`config.mk`:
```
export PLATFORM = sky130hd
export DESIGN_NAME = x25519_byte_host
export DESIGN_NICKNAME = d
export VERILOG_FILES = /design/src/rtl/x25519_byte_host.sv
export SDC_FILE = /design/constraint.sdc
export NUM_CORES = 2
export LEC_CHECK = 0
export ABC_CLOCK_PERIOD_IN_PS = 2240
export CAP_MARGIN = 15
export CORE_UTILIZATION = 48
export DETAILED_ROUTE_END_ITERATION = 6
export GPL_ROUTABILITY_DRIVEN = 0
export PLACE_DENSITY = 0.76
export SLEW_MARGIN = 20
export SYNTH_ARGS = -nofsm -noshare
export SYNTH_HDL_FRONTEND = slang
export SYNTH_SLANG_ARGS = --single-unit
```
`constraint.sdc`:
```
create_clock -name clk -period 2.24 [get_ports clk]
set_input_delay 0.224 -clock clk [delete_from_list [all_inputs] [get_ports clk]]
set_output_delay 0.224 -clock clk [all_outputs]
set_load 0.01 [all_outputs]
```
`src/rtl/x25519_byte_host.sv`:
```
// Byte-stream host for the Curve25519 scalar_multiplication core: RFC 7748 decode, launch, encode.
// Optional macro X25519_CLAMP_EN: when defined, the scalar is clamped during DECODE.
module x25519_byte_host #(
  parameter int CORE_RST_CYCLES = 2,
  parameter int CNT_W           = 32
) (
  input  logic             clk,
  input  logic             rst,
  input  logic             in_valid,
  output logic             in_ready,
  input  logic [7:0]       in_data,
  output logic             out_valid,
  input  logic             out_ready,
  output logic [7:0]       out_data,
  output logic             out_last,
  output logic             busy,
  output logic [254:0]     core_k,
  output logic [254:0]     core_x_p,
  output logic             core_rst,
  input  logic [254:0]     core_x_q,
  input  logic             core_done,
  output logic [CNT_W-1:0] cycles
);

  localparam logic [254:0] P = {{250{1'b1}}, 5'b01101};
  localparam int LW = (CORE_RST_CYCLES > 1) ? $clog2(CORE_RST_CYCLES) : 1;

  typedef enum logic [2:0] {LOAD_K, LOAD_U, DECODE, LAUNCH, WAIT, SEND} state_t;

  state_t        state;
  logic [511:0]  req;
  logic [4:0]    idx;
  logic [247:0]  xq;
  logic [LW-1:0] launch_cnt;
  logic          first_wait;

  // Request bytes shift in from the top, so after 64 bytes k is req[255:0] and u is req[511:256].
  logic [254:0] u_m;
  logic [254:0] x_p_dec;
  logic [254:0] k_dec;

  always_comb begin
    u_m     = req[510:256];
    x_p_dec = (u_m >= P) ? (u_m - P) : u_m;
`ifdef X25519_CLAMP_EN
    k_dec   = (req[254:0] & ~255'd7) | {1'b1, 254'd0};
`else
    k_dec   = req[254:0];
`endif
  end

  always_ff @(posedge clk) begin
    if (rst) begin
      state      <= LOAD_K;
      req        <= '0;
      idx        <= '0;
      xq         <= '0;
      launch_cnt <= '0;
      first_wait <= 1'b0;
      in_ready   <= 1'b0;
      out_valid  <= 1'b0;
      out_data   <= '0;
      out_last   <= 1'b0;
      busy       <= 1'b0;
      core_rst   <= 1'b1;
      core_k     <= '0;
      core_x_p   <= '0;
      cycles     <= '0;
    end else begin
      case (state)
        LOAD_K, LOAD_U: begin
          in_ready <= 1'b1;
          if (in_valid && in_ready) begin
            req  <= {in_data, req[511:8]};
            busy <= 1'b1;
            idx  <= idx + 5'd1;
            if (idx == 5'd31) begin
              if (state == LOAD_K) begin
                state <= LOAD_U;
              end else begin
                state    <= DECODE;
                in_ready <= 1'b0;
              end
            end
          end
        end
        DECODE: begin
          core_k     <= k_dec;
          core_x_p   <= x_p_dec;
          cycles     <= '0;
          launch_cnt <= '0;
          state      <= LAUNCH;
        end
        LAUNCH: begin
          if (launch_cnt == LW'(CORE_RST_CYCLES - 1)) begin
            core_rst   <= 1'b0;
            first_wait <= 1'b1;
            state      <= WAIT;
          end else begin
            launch_cnt <= launch_cnt + LW'(1);
          end
        end
        WAIT: begin
          first_wait <= 1'b0;
          // A done left over from the previous run can still be high on the first cycle.
          if (core_done && !first_wait) begin
            xq        <= {1'b0, core_x_q[254:8]};
            out_data  <= core_x_q[7:0];
            out_valid <= 1'b1;
            out_last  <= 1'b0;
            idx       <= '0;
            core_rst  <= 1'b1;
            state     <= SEND;
          end else if (cycles != {CNT_W{1'b1}}) begin
            cycles <= cycles + CNT_W'(1);
          end
        end
        SEND: begin
          if (out_ready) begin
            if (idx == 5'd31) begin
              out_valid <= 1'b0;
              out_last  <= 1'b0;
              busy      <= 1'b0;
              in_ready  <= 1'b1;
              idx       <= '0;
              state     <= LOAD_K;
            end else begin
              out_data <= xq[7:0];
              xq       <= {8'h00, xq[247:8]};
              out_last <= (idx == 5'd30);
              idx      <= idx + 5'd1;
            end
          end
        end
        default: state <= LOAD_K;
      endcase
    end
  end

endmodule

```
==> summary.txt <==
STA
  • Fin crit share: 111%
  • Fmax: 0.403 GHz
  • RSZ-0062 raised after global routing: true
  • Relative slew margins: 34.6%
  • Worst-Margin Slew: 0.982 ns
  • Tmin final: 2.48 ns
  • Max Slew Vio Count: 0
  • Setup Skew: 0.0312 ns
  • Final Setup Violations: 255
  • Fin worst setup slack: -0.241 ns
  • Final hold viol count: 0

Pwr
  • Leakage power: 22.4 nW
  • Cell Int Power: 0.0378 W
  • Clk pwr share: 47.8%
  • Seq pwr share: 48.9%
  • Pwr per Cell Area: 745 nW/µm²
  • Worst IR Drop VDD: 505 µV
  • Psw: 0.0104 W
  • Switching part of the total: 21.5%
  • Comb power frac: 3.3%

Min path
  • HP Class: in2reg

Synth
  • Yosys warns: 0
  • Seq/Total Area, Yosys: 55.5%
  • Post-synthesis cell type count: 50
  • Cell area after synthesis: 47800 µm²
  • #FFs+latches synth: 1324
  • Mean Syn Cell Area: 8.26 µm²
  • Syn Nets: 6059
  • Mapped Cells: 5785

CTS
  • Sink Count: 1324
  • CTS Root Buffer Type: clkbuf_16
  • Max Root-Sink Buffers: 3
  • Num CTS Buffers: 136
  • CTS tree: done
  • Clk Latency, worst-skew pair: 0.76 ns
  • Reg clk slew, reported paths: 0.06 ns
  • # H-tree levels: 4

GRT
  • Vias in the first global route: 42900
  • Initial antenna violation count: 13
  • First-pass GRT wire length: 248000 µm
  • Largest net degree at the start of global routing: 195
  • Gr ovfl total: 0
  • Global-route usage over all layers: 31.1%

Critical path
  • Worst-path fanout max: 8
  • Critical Path Start Type: flop
  • Worst Path Required: 2.87 ns
  • CP endpoint kind: flop
  • CP Class: reg2reg
  • Arrival time of the worst setup path: 3.11 ns

Routing
  • DRC: 0
  • Drt pass-1 iters: 6
  • DR vias: 46300
  • DR vias/cell: 5.72
  • Routed WL: 164000 µm
  • Post-route antenna net violation count: 0
  • Wire per inst: 20.4 µm
  • DR iter-0 viols: 5025

Final layout
  • Fillers: 7804
  • Storage element area: 26600 µm²
  • Area Overhead vs Synth: 35.4%
  • Layout cells sized above 1: 9.67%
  • Multi-input gate area: 19600 µm²
  • Final non-filler cell area: 64700 µm²
  • Fin nets: 6955

Outcome
  • Failing checks: negative setup slack
  • Status: complete, but fails checks

Floorplan
  • Die Wd: 318 µm
  • Die height: 318 µm
  • Core Box Area: 98600 µm²
  • Top-Level Pins: 823
  • Initial core utilization: 48.5%
  • Core Rows: 115
  • Die footprint: 101000 µm²

Place
  • DP HPWL: 112000 µm
  • Post-DP Area: 59400 µm²
  • Setup WS pre-CTS: -0.558 ns
  • I/O Buffers: 822

Job
  • Max Cap Viol: 0
## worst max-delay path, cell delays in order (launching register included)
cell	delay, ns
dfxtp_4	0.40
nand4_1	0.17
nor4_4	0.34
nand3_2	0.20
nor3_4	0.31
buf_6	0.14
a41oi_4	0.19
buf_12	0.25
clkbuf_16	0.17
a22o_1	0.17
## registers in the layout, summed over array words and instances (netlist names), 3 cells and up
signal,flops
out_data,8
cycles,32
core_k,255
idx,5
req,512
core_x_p,255
state,3
xq,247
## what timing repair did
action                                  in CTS  in global routing
hold endpoints to repair                    40                  0
pin swaps                                    4                 18
setup buffers                                5                 10
gates cloned                                 8                  8
resized for setup                           29                 40
endpoints found under the setup margin     256                528
hold buffers                                 1                  0
## path summary, 6_finish.rpt
path | from | endpoint | slack [ns] | cells after the start
max | req[323] | core_x_p[124] | -0.24 | 9
min | core_x_q[30] | xq[22] | 0.05 | 3
max reg2reg | req[323] | core_x_p[124] | -0.24 | 9
min reg2reg | req[201] | core_k[201] | 0.45 | 2
## layer usage
layer  global-route usage (%)  vias to the layer above  share of wire, %
li1                         -                    21600                 -
met1                     38.6                    22000                39
met2                     48.9                     2150                46
met3                     7.01                      492               8.4
met4                     19.7                        6               6.5
met5                        0                        -             0.027
## layout make-up
class,instances,area share (%)
clock buffers,201,6.19
clock inverters,39,0.820
multi-input cells,3989,30.4
flip-flops and latches,1324,41.0
diodes,10,0.0387
well taps,1287,2.49
repair buffers,1221,19.0
inverters,9,0.0522
## power groups by stage
| stage | Combinational [W] | Clock [W] | Sequential (W) |
|---|---|---|---|
| floorplan | 0.000677 | 0 | 0.0241 |
| global placement | 0.00157 | 0 | 0.0241 |
| detailed placement | 0.00158 | 0 | 0.0241 |
| CTS | 0.00158 | 0.0233 | 0.0236 |
| global route | 0.00170 | 0.0243 | 0.0235 |
| finish | 0.00161 | 0.0230 | 0.0236 |
## kinds of logic (layout without fill, tap and decap cells)
kind of cell             count (synthesis)  after routing  share of synthesized area, %
flip-flops                            1324           1324                          55.5
buffers and inverters                  472           1470                          3.81
multiplexers                             3              3                        0.0890
AND/OR/NAND/NOR                       2621           2621                          21.9
XOR/XNOR                                19             19                         0.348
other                                    0             10                             0
adder cells (fa/ha/maj)                  6              6                         0.157
AO/OA/AOI/OAI                         1340           1340                          18.2
## Yosys cell counts (all sizes together)
library cell  number  area [µm²]
nor2             300        1130
o31ai              1        7.51
mux2i              3        42.5
and2               4        25.0
nor3              15        80.1
buf               56         259
clkbuf           407        1530
dfxtp           1324       26500
a21oi            783        3920
or3b               1        8.76
ha                 6        75.1
xnor2              5        43.8
a32oi              4        35.0
o311a              1        10.0
a211oi             3        22.5
nor3b              2        20.0
nor4              36         225
nor2b              4        25.0
a22o             252        2210
or4                6        45.0
o41ai              1        8.76
a22oi              9        72.6
o211ai             4        30.0
o21ai             17        85.1
o2111ai            2        17.5
and3              12        75.1
nand3             35         175
a31oi              5        31.3
a21o               1        7.51
o211a              1        10.0
o21a               1        7.51
o311ai             1        8.76
or3               10        62.6
a41oi              1        8.76
o21bai             2        15.0
nand2b             3        18.8
xor2              14         123
nand4            132         841
inv                9        33.8
and4               2        17.5
a311oi           249        2180
a41o               2        20.0
nand2           2059        7730
## cell usage in the layout (no fill, tap or decap), drive strengths merged, types with 5 or more instances in the layout
cell type / count
clkbuf: 207
a21oi: 783
inv: 14
buf: 393
bufinv: 11
o21ai: 17
ha: 6
a22oi: 9
a311oi: 249
xnor2: 5
or3: 10
a31oi: 5
nor3: 15
nand4: 132
nor4: 36
and3: 12
clkdlybuf4s50: 821
nand3: 35
nand2: 2059
a22o: 252
dfxtp: 1324
nor2: 300
or4: 6
diode: 10
xor2: 14
clkinv: 20
## stage by stage
step	power, W	utilization, %	TNS (ns)	cells	hold WS (ns)
5_1_grt	0.0496	65.6	-86.62	8080	0.0258
6_report	0.0482	65.6	-45.93	8080	0.0476
4_1_cts	0.0484	65.3	-53.12	8054	0.00813
3_5_place_dp	0.0257	60.3	-131.63	7801	0.446
2_1_floorplan	0.0248	-	0	5785	0.360
3_3_place_gp	0.0257	60.3	-123.58	7801	0.439
No activity file was read; power rests on OpenSTA's default activity.
